**config.mk**
```make
export PLATFORM = sky130hd
export DESIGN_NAME = hsk_chk_channel
export DESIGN_NICKNAME = d
export VERILOG_FILES = /design/src/rtl/hsk_chk_pkg.sv /design/src/rtl/hsk_chk_channel.sv
export SDC_FILE = /design/constraint.sdc
export NUM_CORES = 1
export LEC_CHECK = 0
export BUFFER_PORTS_ARGS = -buffer_cell sky130_fd_sc_hd__buf_4
export CAP_MARGIN = 20
export CORE_AREA = 2 2 39 41
export CTS_CLUSTER_DIAMETER = 150
export DETAILED_ROUTE_END_ITERATION = 12
export DIE_AREA = 0 0 41 43
export GPL_TIMING_DRIVEN = 1
export PLACE_DENSITY = 0.56
export SYNTH_ARGS = -nofsm -noshare
export SYNTH_HDL_FRONTEND = slang
export SYNTH_SLANG_ARGS = --single-unit
```
**constraint.sdc**
```tcl
create_clock -name clk -period 2.3 [get_ports clk]
set_input_delay 0.115 -clock clk [delete_from_list [all_inputs] [get_ports clk]]
set_output_delay 0.115 -clock clk [all_outputs]
set_load 0.03 [all_outputs]
```
**src/rtl/hsk_chk_pkg.sv**
```systemverilog
// hsk_chk_pkg: shared FSM states and error-type bit indices for the handshake checker.
package hsk_chk_pkg;
  typedef enum logic [2:0] {S_IDLE, S_WAIT, S_HOLD, S_REL, S_ERR} state_t;
  localparam int E_TIMEOUT = 0;
  localparam int E_EARLY = 1;
  localparam int E_DROP = 2;
  localparam int E_SPUR = 3;
  localparam int ERR_W = 4;
endpackage

```
**src/rtl/hsk_chk_channel.sv**
```systemverilog
// hsk_chk_channel: one req/ack channel FSM with latency counter and per-edge event pulses.
// HSK_CHK_PASS_CNT_EN adds the pass pulse output.
module hsk_chk_channel
  import hsk_chk_pkg::*;
#(
  parameter int MIN_LAT = 1,
  parameter int MAX_LAT = 8
) (
  input  logic             clk,
  input  logic             rst_n,
  input  logic             req,
  input  logic             ack,
`ifdef HSK_CHK_PASS_CNT_EN
  output logic             pass,
`endif
  output logic [ERR_W-1:0] ev
);
  localparam int LW = $clog2(MAX_LAT + 1);
  localparam logic [LW-1:0] MIN_L = LW'(MIN_LAT);
  localparam logic [LW-1:0] MAX_L = LW'(MAX_LAT);
  state_t state, state_nx;
  logic [LW-1:0] lat, lat_nx;
  always_ff @(posedge clk or negedge rst_n)
    if (!rst_n) begin
      state <= S_IDLE;
      lat <= '0;
    end else begin
      state <= state_nx;
      lat <= lat_nx;
    end
  // lat holds k, the edge index of the WAIT edge being sampled
  always_comb begin
    state_nx = state;
    lat_nx = '0;
    ev = '0;
`ifdef HSK_CHK_PASS_CNT_EN
    pass = 1'b0;
`endif
    case (state)
      S_IDLE:
        if (ack) begin
          ev[E_SPUR] = 1'b1;
          state_nx = req ? S_ERR : S_IDLE;
        end else if (req) begin
          state_nx = S_WAIT;
          lat_nx = LW'(1);
        end
      S_WAIT:
        if (ack) begin
          ev[E_EARLY] = lat < MIN_L;
          state_nx = lat < MIN_L ? S_ERR : S_HOLD;
`ifdef HSK_CHK_PASS_CNT_EN
          pass = lat >= MIN_L;
`endif
        end else if (!req) begin
          ev[E_DROP] = 1'b1;
          state_nx = S_IDLE;
        end else if (lat == MAX_L) begin
          ev[E_TIMEOUT] = 1'b1;
          state_nx = S_ERR;
        end else
          lat_nx = lat + 1'b1;
      S_HOLD: state_nx = req ? S_HOLD : S_REL;
      S_REL: state_nx = ack ? S_REL : S_IDLE;
      S_ERR: state_nx = (req || ack) ? S_ERR : S_IDLE;
      default: state_nx = S_IDLE;
    endcase
  end
endmodule

```
==> qor.csv <==
stage,metric,value,unit
global_routing,met1 GRT Util,16.2,%
layout,Antenna diodes,0,
logic_synthesis,Yosys top cell area share,41.8,%
sta,unrepaired setup endpoints after global routing,false,
sta,Tmin final,1.74,ns
drt,DRT iter0 DRCs,8,
sta,relative slew slack,81.4,%
sta,setup tns final,0,ns
global_routing,met3 GRT Util,7.85,%
cts,clock latency on the worst-skew pair,0.25,ns
floorplanning,Core Box Area,1380,um^2
pwr,worst vdd ir,0.000278,V
logic_synthesis,"Seq/Total Area, Yosys",41.8,%
logic_synthesis,Synth async-reset ratio,100,%
sta,worst slew pin tran,0.279,ns
global_routing,first-pass GRT wire length,1.44,mm
worst_setup_path,slowest CP cell,dfrtp_1,
logic_synthesis,Post-synth EDFFs,0,
hold_path,Min-Delay Path Class,in -> reg,
worst_setup_path,Worst Path Required,2.18,ns
pwr,total power,0.423,mW
sta,final-report setup violation count,0,
sta,Fin. Hold Viols,0,
layout,Total Nets Final,66,
layout,"commonest non-fill, non-tap cells in the layout","nor2_1 (8), buf_4 (7), dfrtp_1 (7), inv_1 (4)",
sta,Final Cycle Share,75.7,%
drt,DRC violations left,0,
floorplanning,Starting Density,30.3,%
global_routing,initial antenna violation count,0,
global_routing,GRT Residual Overflow,0,
logic_synthesis,Yosys Warn Count,0,
logic_synthesis,"Cell Area, Synth",419,um^2
layout,share of layout cells above drive strength 1,20.3,%
worst_setup_path,CP Launch Type,register,
cts,"CTS clk-pin slew, worst paths",0.05,ns
global_routing,vias in the first global route,332,
cts,clock buffer count from CTS,3,
logic_synthesis,Synth Instances,48,
logic_synthesis,#FFs+latches synth,7,
global_routing,largest net degree at the start of global routing,10,
worst_setup_path,Worst EP arrival,1.63,ns
drt,router iterations before antenna repair,3,
flow_run,Max Cap Viol,0,
logic_synthesis,Syn Nets,54,
global_routing,GRT Total Usage,13.0,%
sta,Max Freq,574,MHz
drt,wire per inst,11.1,um
placed_design,HPWL after detailed placement,646,um
floorplanning,boundary pin count,8,
global_routing,grt peak-use layer,met2,
cts,CTS Sinks,7,
pwr,Pleak,0.225,nW
global_routing,GR Util met2,17.2,%
worst_setup_path,flop-to-flop setup slack,0.91,ns
placed_design,Post-DP Area,487,um^2
worst_setup_path,critical path's largest stage delay,0.39,ns
cts,CTS tree,done,
cts,clock root buffer,clkbuf_4,
floorplanning,die area,1760,um^2
placed_design,I/O Buffers,7,
sta,max-slew violation count,0,
floorplanning,Die W,41,um
logic_synthesis,syn_area_per_cell,8.73,um^2
layout,synthesis-to-layout area growth,24.8,%
worst_setup_path,CP Cell Sequence,inv_1 -> ha_1 -> or3b_4 -> nor3_1 -> buf_4,
drt,Via-to-Cell Ratio,4.81,
worst_setup_path,CP endpoint kind,output pin,
logic_synthesis,Synth area leaders,"dfrtp_1 (42%), nor2_1 (7.2%), ha_1 (6.0%)",
floorplanning,Rows,14,
drt,via count,361,
pwr,power per standard cell area,809,nW/um^2
sta,"Worst Setup Slack, final",0.559,ns
logic_synthesis,"area leader, netlist",dfrtp_1,
logic_synthesis,Most used DFF post-synth,dfrtp_1,
sta,Layout Skew,0.00401,ns
cts,Max clock buf depth,2,
cts,post-cts gate resize count,0,
worst_setup_path,crit path max fanout,3,
floorplanning,die height,43,um
placed_design,gpl congestion,0.761,
drt,Post-Route WL,830,um
worst_setup_path,Crit Path Category,reg -> out,
layout,Finished Cell Area,523,um^2
outcome,status,finished clean,
placed_design,dpl ws,0.822,ns
drt,antenna-violating nets left,0,
cts,htree depth,1,
layout,"commonest non-fill, non-tap cell in the layout",nor2_1,
logic_synthesis,Unique masters post-synth,24,
-- layout make-up --
| cell class | count | area, um^2 |
|---|---|---|
| fill | 160 | 861 |
| inverter | 4 | 15.0 |
| clock buffer | 4 | 26.3 |
| tap | 16 | 20.0 |
| multi-input combinational | 36 | 224 |
| timing repair buffer | 8 | 62.6 |
| sequential | 7 | 175 |
-- registers in the layout, summed over array words and instances, names as in the netlist --
register / flops
state: 3
lat: 4
-- worst paths after layout --
check | start | end | cells past startpoint
setup reg to reg | lat[0]$_DFF_PN0_ | state[2]$_DFFE_PN0P_ | 5
max in group asynchronous | rst_n | lat[2]$_DFF_PN0_ | 2
min in group asynchronous | rst_n | state[0]$_DFFE_PN0P_ | 2
hold / removal | ack | lat[0]$_DFF_PN0_ | 2
setup / recovery | lat[0]$_DFF_PN0_ | ev[1] | 5
hold reg to reg | state[2]$_DFFE_PN0P_ | state[0]$_DFFE_PN0P_ | 1
-- where the power goes --
| group | internal [mW] | total, mW | leakage (nW) | switching (mW) |
|---|---|---|---|---|
| clock network | 0.0659 | 0.107 | 0.0150 | 0.0411 |
| logic | 0.0632 | 0.140 | 0.115 | 0.0773 |
| registers | 0.143 | 0.175 | 0.0947 | 0.0328 |
| total | 0.272 | 0.423 | 0.225 | 0.151 |
-- synthesized netlist by cell type, drive strengths merged (2+ instances only) --
cell   number
dfrtp       7
a21oi       4
nand3       2
nor2        8
ha          2
nor3        3
nand2       2
inv         4
o21ai       3
-- timing repair --
| item | 4_1_cts | 5_1_grt |
|---|---|---|
| hold buffers | 1 | 0 |
| buffers inserted | 0 | 0 |
| hold endpoints to repair | 7 | 0 |
-- metal layers --
layer,part of all wire (%),vias to the layer above,wire (um)
li1,-,186,-
met1,47,164,389
met2,46,9,380
met3,5.4,2,45
met4,1.7,0,14
met5,0,-,0
-- worst max-delay path, delay by kind of cell, from the launching register on --
kind          cells  cell delay, ns
flops             1            0.39
fa+ha+maj         1            0.15
buf+inv           2            0.27
simple gates      2            0.57
-- through the flow --
step	std cells	util, %	hold slack (ns)
floorplan	48	-	-0.181
global placement	70	35.2	-0.0691
detailed placement	70	35.2	-0.0689
CTS	75	37.8	0.0831
global route	75	37.8	0.0928
finish	75	37.8	0.0922
-- cells by family (layout without fill, tap and decap cells) --
kind of cell             after synthesis  after routing  synth area share [%]
buffers and inverters                  5             16                  4.77
XOR/XNOR                               2              2                  4.18
adder cells (fa/ha/maj)                2              2                  5.97
flip-flops                             7              7                  41.8
AND/OR/NAND/NOR                       23             23                  29.6
AO/OA/AOI/OAI                          9              9                  13.7
No activity file was read; power rests on OpenSTA's default activity.
